$ cat src/rtl/regfile_dump.sv
// regfile_dump: walks x0..x(NUM_REGS-1) through a dedicated regfile read port and streams each word out.
// Optional build macro REGDUMP_CHECKSUM_EN appends one beat carrying the XOR of all dumped words.
// Ports:
//   i_clk, i_reset (sync, active-low)      clock and reset
//   i_start                                one-cycle start request, honoured only when idle
//   o_busy                                 dump in progress (READ/SEND/CKSUM/DONE)
//   o_rs_addr / i_rs_data                  combinational regfile read port
//   o_dump_valid / i_dump_ready            beat handshake
//   o_dump_data, o_dump_idx, o_dump_last   beat payload, register index, final-beat flag
//   o_done                                 one-cycle pulse after the final beat handshakes
module regfile_dump #(
  parameter int NUM_REGS = 32,
  parameter int ADDR_W   = 5,
  parameter int DATA_W   = 32
) (
  input  logic              i_clk,
  input  logic              i_reset,
  input  logic              i_start,
  output logic              o_busy,
  output logic [ADDR_W-1:0] o_rs_addr,
  input  logic [DATA_W-1:0] i_rs_data,
  output logic              o_dump_valid,
  input  logic              i_dump_ready,
  output logic [DATA_W-1:0] o_dump_data,
  output logic [ADDR_W:0]   o_dump_idx,
  output logic              o_dump_last,
  output logic              o_done
);
  localparam logic [ADDR_W:0] LAST = (ADDR_W+1)'(NUM_REGS - 1);
`ifdef REGDUMP_CHECKSUM_EN
  localparam logic [ADDR_W:0] CK_IDX = (ADDR_W+1)'(NUM_REGS);
  typedef enum logic [2:0] {IDLE, READ, SEND, CKSUM, DONE} state_t;
  logic [DATA_W-1:0] acc;
`else
  typedef enum logic [1:0] {IDLE, READ, SEND, DONE} state_t;
`endif
  state_t state, state_n;
  logic [ADDR_W:0] idx;
  logic hs;
  assign hs = o_dump_valid && i_dump_ready;
  assign o_busy = state != IDLE;
  assign o_done = state == DONE;
  assign o_rs_addr = state == READ ? idx[ADDR_W-1:0] : '0;
`ifdef REGDUMP_CHECKSUM_EN
  assign o_dump_valid = state == SEND || state == CKSUM;
`else
  assign o_dump_valid = state == SEND;
`endif
  always_comb begin
    state_n = state;
    case (state)
      IDLE: state_n = i_start ? READ : IDLE;
      READ: state_n = SEND;
`ifdef REGDUMP_CHECKSUM_EN
      SEND: state_n = hs ? (idx == LAST ? CKSUM : READ) : SEND;
      CKSUM: state_n = hs ? DONE : CKSUM;
`else
      SEND: state_n = hs ? (o_dump_last ? DONE : READ) : SEND;
`endif
      default: state_n = IDLE;
    endcase
  end
  always_ff @(posedge i_clk) begin
    if (!i_reset) begin
      state       <= IDLE;
      idx         <= '0;
      o_dump_data <= '0;
      o_dump_idx  <= '0;
      o_dump_last <= 1'b0;
`ifdef REGDUMP_CHECKSUM_EN
      acc         <= '0;
`endif
    end else begin
      state <= state_n;
      if (state == IDLE && i_start) idx <= '0;
      if (state == READ) begin
        o_dump_data <= i_rs_data;
        o_dump_idx  <= idx;
      end
      if (state == SEND && state_n == READ) idx <= idx + 1'b1;
`ifdef REGDUMP_CHECKSUM_EN
      if (state == IDLE && i_start) acc <= '0;
      if (state == READ) acc <= acc ^ i_rs_data;
      // The checksum beat is loaded straight from the accumulator; it needs no regfile read cycle.
      if (state == SEND && state_n == CKSUM) begin
        idx         <= CK_IDX;
        o_dump_data <= acc;
        o_dump_idx  <= CK_IDX;
        o_dump_last <= 1'b1;
      end else if (state == READ) o_dump_last <= 1'b0;
`else
      if (state == READ) o_dump_last <= idx == LAST;
`endif
    end
  end
endmodule

$ cat config.mk
export PLATFORM = sky130hd
export DESIGN_NAME = regfile_dump
export DESIGN_NICKNAME = d
export VERILOG_FILES = /design/src/rtl/regfile_dump.sv
export SDC_FILE = /design/constraint.sdc
export NUM_CORES = 1
export LEC_CHECK = 0
export BUFFER_PORTS_ARGS = -buffer_cell sky130_fd_sc_hd__buf_2
export CAP_MARGIN = 20
export CORE_ASPECT_RATIO = 0.75
export CORE_MARGIN = 4
export CORE_UTILIZATION = 30
export CTS_CLUSTER_DIAMETER = 40
export CTS_CLUSTER_SIZE = 24
export DETAILED_ROUTE_END_ITERATION = 8
export GPL_TIMING_DRIVEN = 1
export PLACE_DENSITY_LB_ADDON = 0.12
export SYNTH_ARGS = -nofsm -noshare
export SYNTH_HDL_FRONTEND = slang
export SYNTH_SLANG_ARGS = --single-unit
$ cat constraint.sdc
create_clock -name i_clk -period 1.15 [get_ports i_clk]
set_input_delay 0.115 -clock i_clk [delete_from_list [all_inputs] [get_ports i_clk]]
set_output_delay 0.115 -clock i_clk [all_outputs]
set_load 0.02 [all_outputs]
==> run metrics <==
Post-synth EDFFs=0; first-pass GRT wire length=7.914 mm; top-count cell post-synth=nand2_1; predominant post-synthesis flop cell=dfxtp_1; Area Overhead vs Synth=59.19%; Post-DP HPWL=3.416 mm; Worst Hold Depth=3; antenna cell count=0; vias in the first global route=1697; r2r worst-path depth=4; Worst Setup Start Kind=flip-flop; Starting Density=32.02%; Mapped Area=1769 µm²; die height=74.51 µm; family with the most delay on the worst path=flip-flops; CTS HTree Levels=2; global router's overall resource usage=13.56%; R2R Path End=idx[3]$_SDFFE_PN0P_; final worst slack=-0.1435 ns; Final Non-Filler Cells=393; post-synthesis register bit count=47; mux cell area share after synthesis=1.132%; placed cells=377; Critical Path AT=1.18 ns; CTS Hold Bufs=0; CTS tree=built; total die area=7203 µm²; Switch Pwr=960.1 µW; final hold vios=0; cell accounting for the most synthesized area=dfxtp_1; Nets=355; routability cong.=0.7243; Crit Path Category=reg2out; Seq pwr share=48.1%; power share of the combinational group=20.0%; largest family of logic cells by synthesized area=simple AND/OR/NAND/NOR gates; failing checks=setup timing; Net Sw Frac=26.48%; fraction of layout cells with a size suffix above 1=53.14%; worst-path cell chain=nor2b_4 > buf_6 > nand2_2 > inv_2 > buf_6; worst slew pin tran=0.2792 ns; clock skew=0.006830 ns; Synth Area in Simple Gates=26.24%; vias per std cell=4.483; sum of buffers and inverters on the critical path=3; CP max FO=7; CP Data Required Time=1.03 ns; CTS Buffer Depth=2; Core Region=5525 µm²; routed length per placed instance=13.16 µm; Post-synth top cells=nand2_1 (80), dfxtp_1 (47), a21oi_1 (43); min Tclk post-route=1.294 ns; status=finished, violations left; worst hold path startpoint=i_rs_data[7]; XOR/XNOR Fraction of Synth Area=0%; clock latency on the worst-skew pair=0.30 ns; Vias=1762; Root Buffer=clkbuf_8; Design Power=3.626 mW; ys async rst share=0%; syn_nets=256; site row count=23; DR WL met3=367 µm; DR WL met2=2.304 mm; Most Frequent Cell on Critical Path=buf_6; static leakage=1.264 nW; Worst R2R Setup Slack=-0.11 ns; DR iter-0 viols=40; Synth Area in Adders=0.7072%; yosys warns=0; Met1 Wirelength=2.462 mm; I/O pin count=83; fin. max-slew vios=0; Mapped Avg Cell Area=8.079 µm²; Max-Cap Viols=0; period utilisation layout=112.5%; Max Freq=0.7731 GHz; largest net degree at the start of global routing=31; Largest stage delay, worst path=0.37 ns; clock share of power=31.8%; max layer used=met4; sequential share of the synthesized area=53.18%; Compound-Gate Fraction of Synth Area=13.79%; Clock Sinks=47; ANT nets after route=0; Cells after Synth=219; Final Setup Violations=17; Int Pwr=2.666 mW; drc violations=0; Hold Path Class=in2reg; Hold Path Sink=o_dump_data[7]$_SDFFE_PN0N_; Rel. slew slack=81.36%; Worst path slowest cell=dfxtp_4; reg-to-reg critical path startpoint=state[1]$_SDFF_PN0_; TritonRoute pass-1 iters=4; initial antenna violation count=0; # port buffers=82; Synth area leaders=dfxtp_1 (53%), nand2_1 (17%), a21oi_1 (12%); maximum VDD drop=0.0005608 V; Pwr per Cell Area=1288 nW/µm²; total CTS buffers=5; total gr overflow=0; RSZ-0062 raised after global routing=yes; clk slew on worst S/H paths=0.08 ns; Routed WL=5.173 mm; top-area cell type share of the netlist area=53.18%; Critical Path Sink Type=output port; Distinct cells, synth=26; Die X=96.68 µm
[worst min-delay path: stages]
cell and delay [ns]:
buf_2 0.09, nand2_1 0.04, a21oi_1 0.05
[cell usage in the layout, fill, tap and decap left out, types with 3 or more instances in the layout]
cell type | netlist | routed
a21oi_1 | 43 | 23
a21oi_2 | 0 | 20
buf_2 | 7 | 74
buf_4 | 2 | 11
buf_6 | 0 | 15
clkbuf_8 | 0 | 5
dfxtp_1 | 47 | 43
dfxtp_2 | 0 | 3
inv_2 | 1 | 6
nand2_1 | 80 | 66
nand2_2 | 0 | 11
nand2_4 | 0 | 3
nand3_1 | 6 | 3
nand3_2 | 0 | 3
[flip-flops by register name, summed over array words and instances (netlist names)]
register and flops:
o_dump_data 32, idx 6, o_dump_idx 6, o_dump_last 1, state 2
[worst max-delay path by stage]
stage	slack (ns)	endpoint	cells after the start	start
floorplan	0.004	idx[3]$_SDFFE_PN0P_	3	state[0]$_SDFF_PN0_
detailed placement	-0.01	idx[3]$_SDFFE_PN0P_	3	state[0]$_SDFF_PN0_
global placement	0.02	idx[3]$_SDFFE_PN0P_	3	state[0]$_SDFF_PN0_
CTS	-0.13	o_rs_addr[4]	5	state[1]$_SDFF_PN0_
global route	-0.21	o_rs_addr[4]	5	state[0]$_SDFF_PN0_
finish	-0.14	o_rs_addr[4]	5	state[1]$_SDFF_PN0_
[logic make-up after synthesis]
group / count (synthesis)
DFF: 47
AOI/OAI and AO/OA: 47
muxes: 2
and+or+nand+nor: 103
adders and majority gates: 1
buffers and inverters: 19
[routing by layer]
metal  up-vias  global-route usage [%]
met3         5                   5.717
met2        44                   22.63
met5         -                       0
met1       801                   16.38
met4         0                   3.738
li1        912                       -
[stage by stage]
stage	hold slack, ns	worst slack (ns)	area [µm²]	setup TNS, ns	util, %
floorplan	0.2510	0.003930	1780	0	-
global placement	0.3564	0.01980	2346	0	42.46
detailed placement	0.3612	-0.01454	2346	-0.01454	42.46
CTS	0.03788	-0.1347	2587	-1.177	46.83
global route	0.02595	-0.2114	2816	-2.354	50.97
finish	0.04478	-0.1435	2816	-1.368	50.97
[timing repair]
| action | 4_1_cts | 5_1_grt |
|---|---|---|
| setup endpoints to repair | 10 | 42 |
| gates resized for setup | 37 | 44 |
| gates cloned | 0 | 3 |
| pin swaps | 5 | 28 |
| setup buffers | 5 | 1 |
[cell type report]
cell class | instances | area (µm²)
inverters | 6 | 22.52
multi-input cells | 153 | 922.1
clock buffers | 6 | 72.57
fillers | 556 | 2709
well taps | 75 | 93.84
repair buffers | 105 | 726.9
flip-flops and latches | 47 | 948.4
clock inverters | 1 | 30.03
[power by group through the flow]
stage	Clock, mW	Combinational [mW]	Sequential [mW]
global route	1.28	0.786	1.75
detailed placement	0	0.547	1.78
global placement	0	0.546	1.78
CTS	1.21	0.615	1.74
finish	1.15	0.727	1.75
floorplan	0	0.236	1.87
Note: power is estimated with default switching activity, not from simulation.
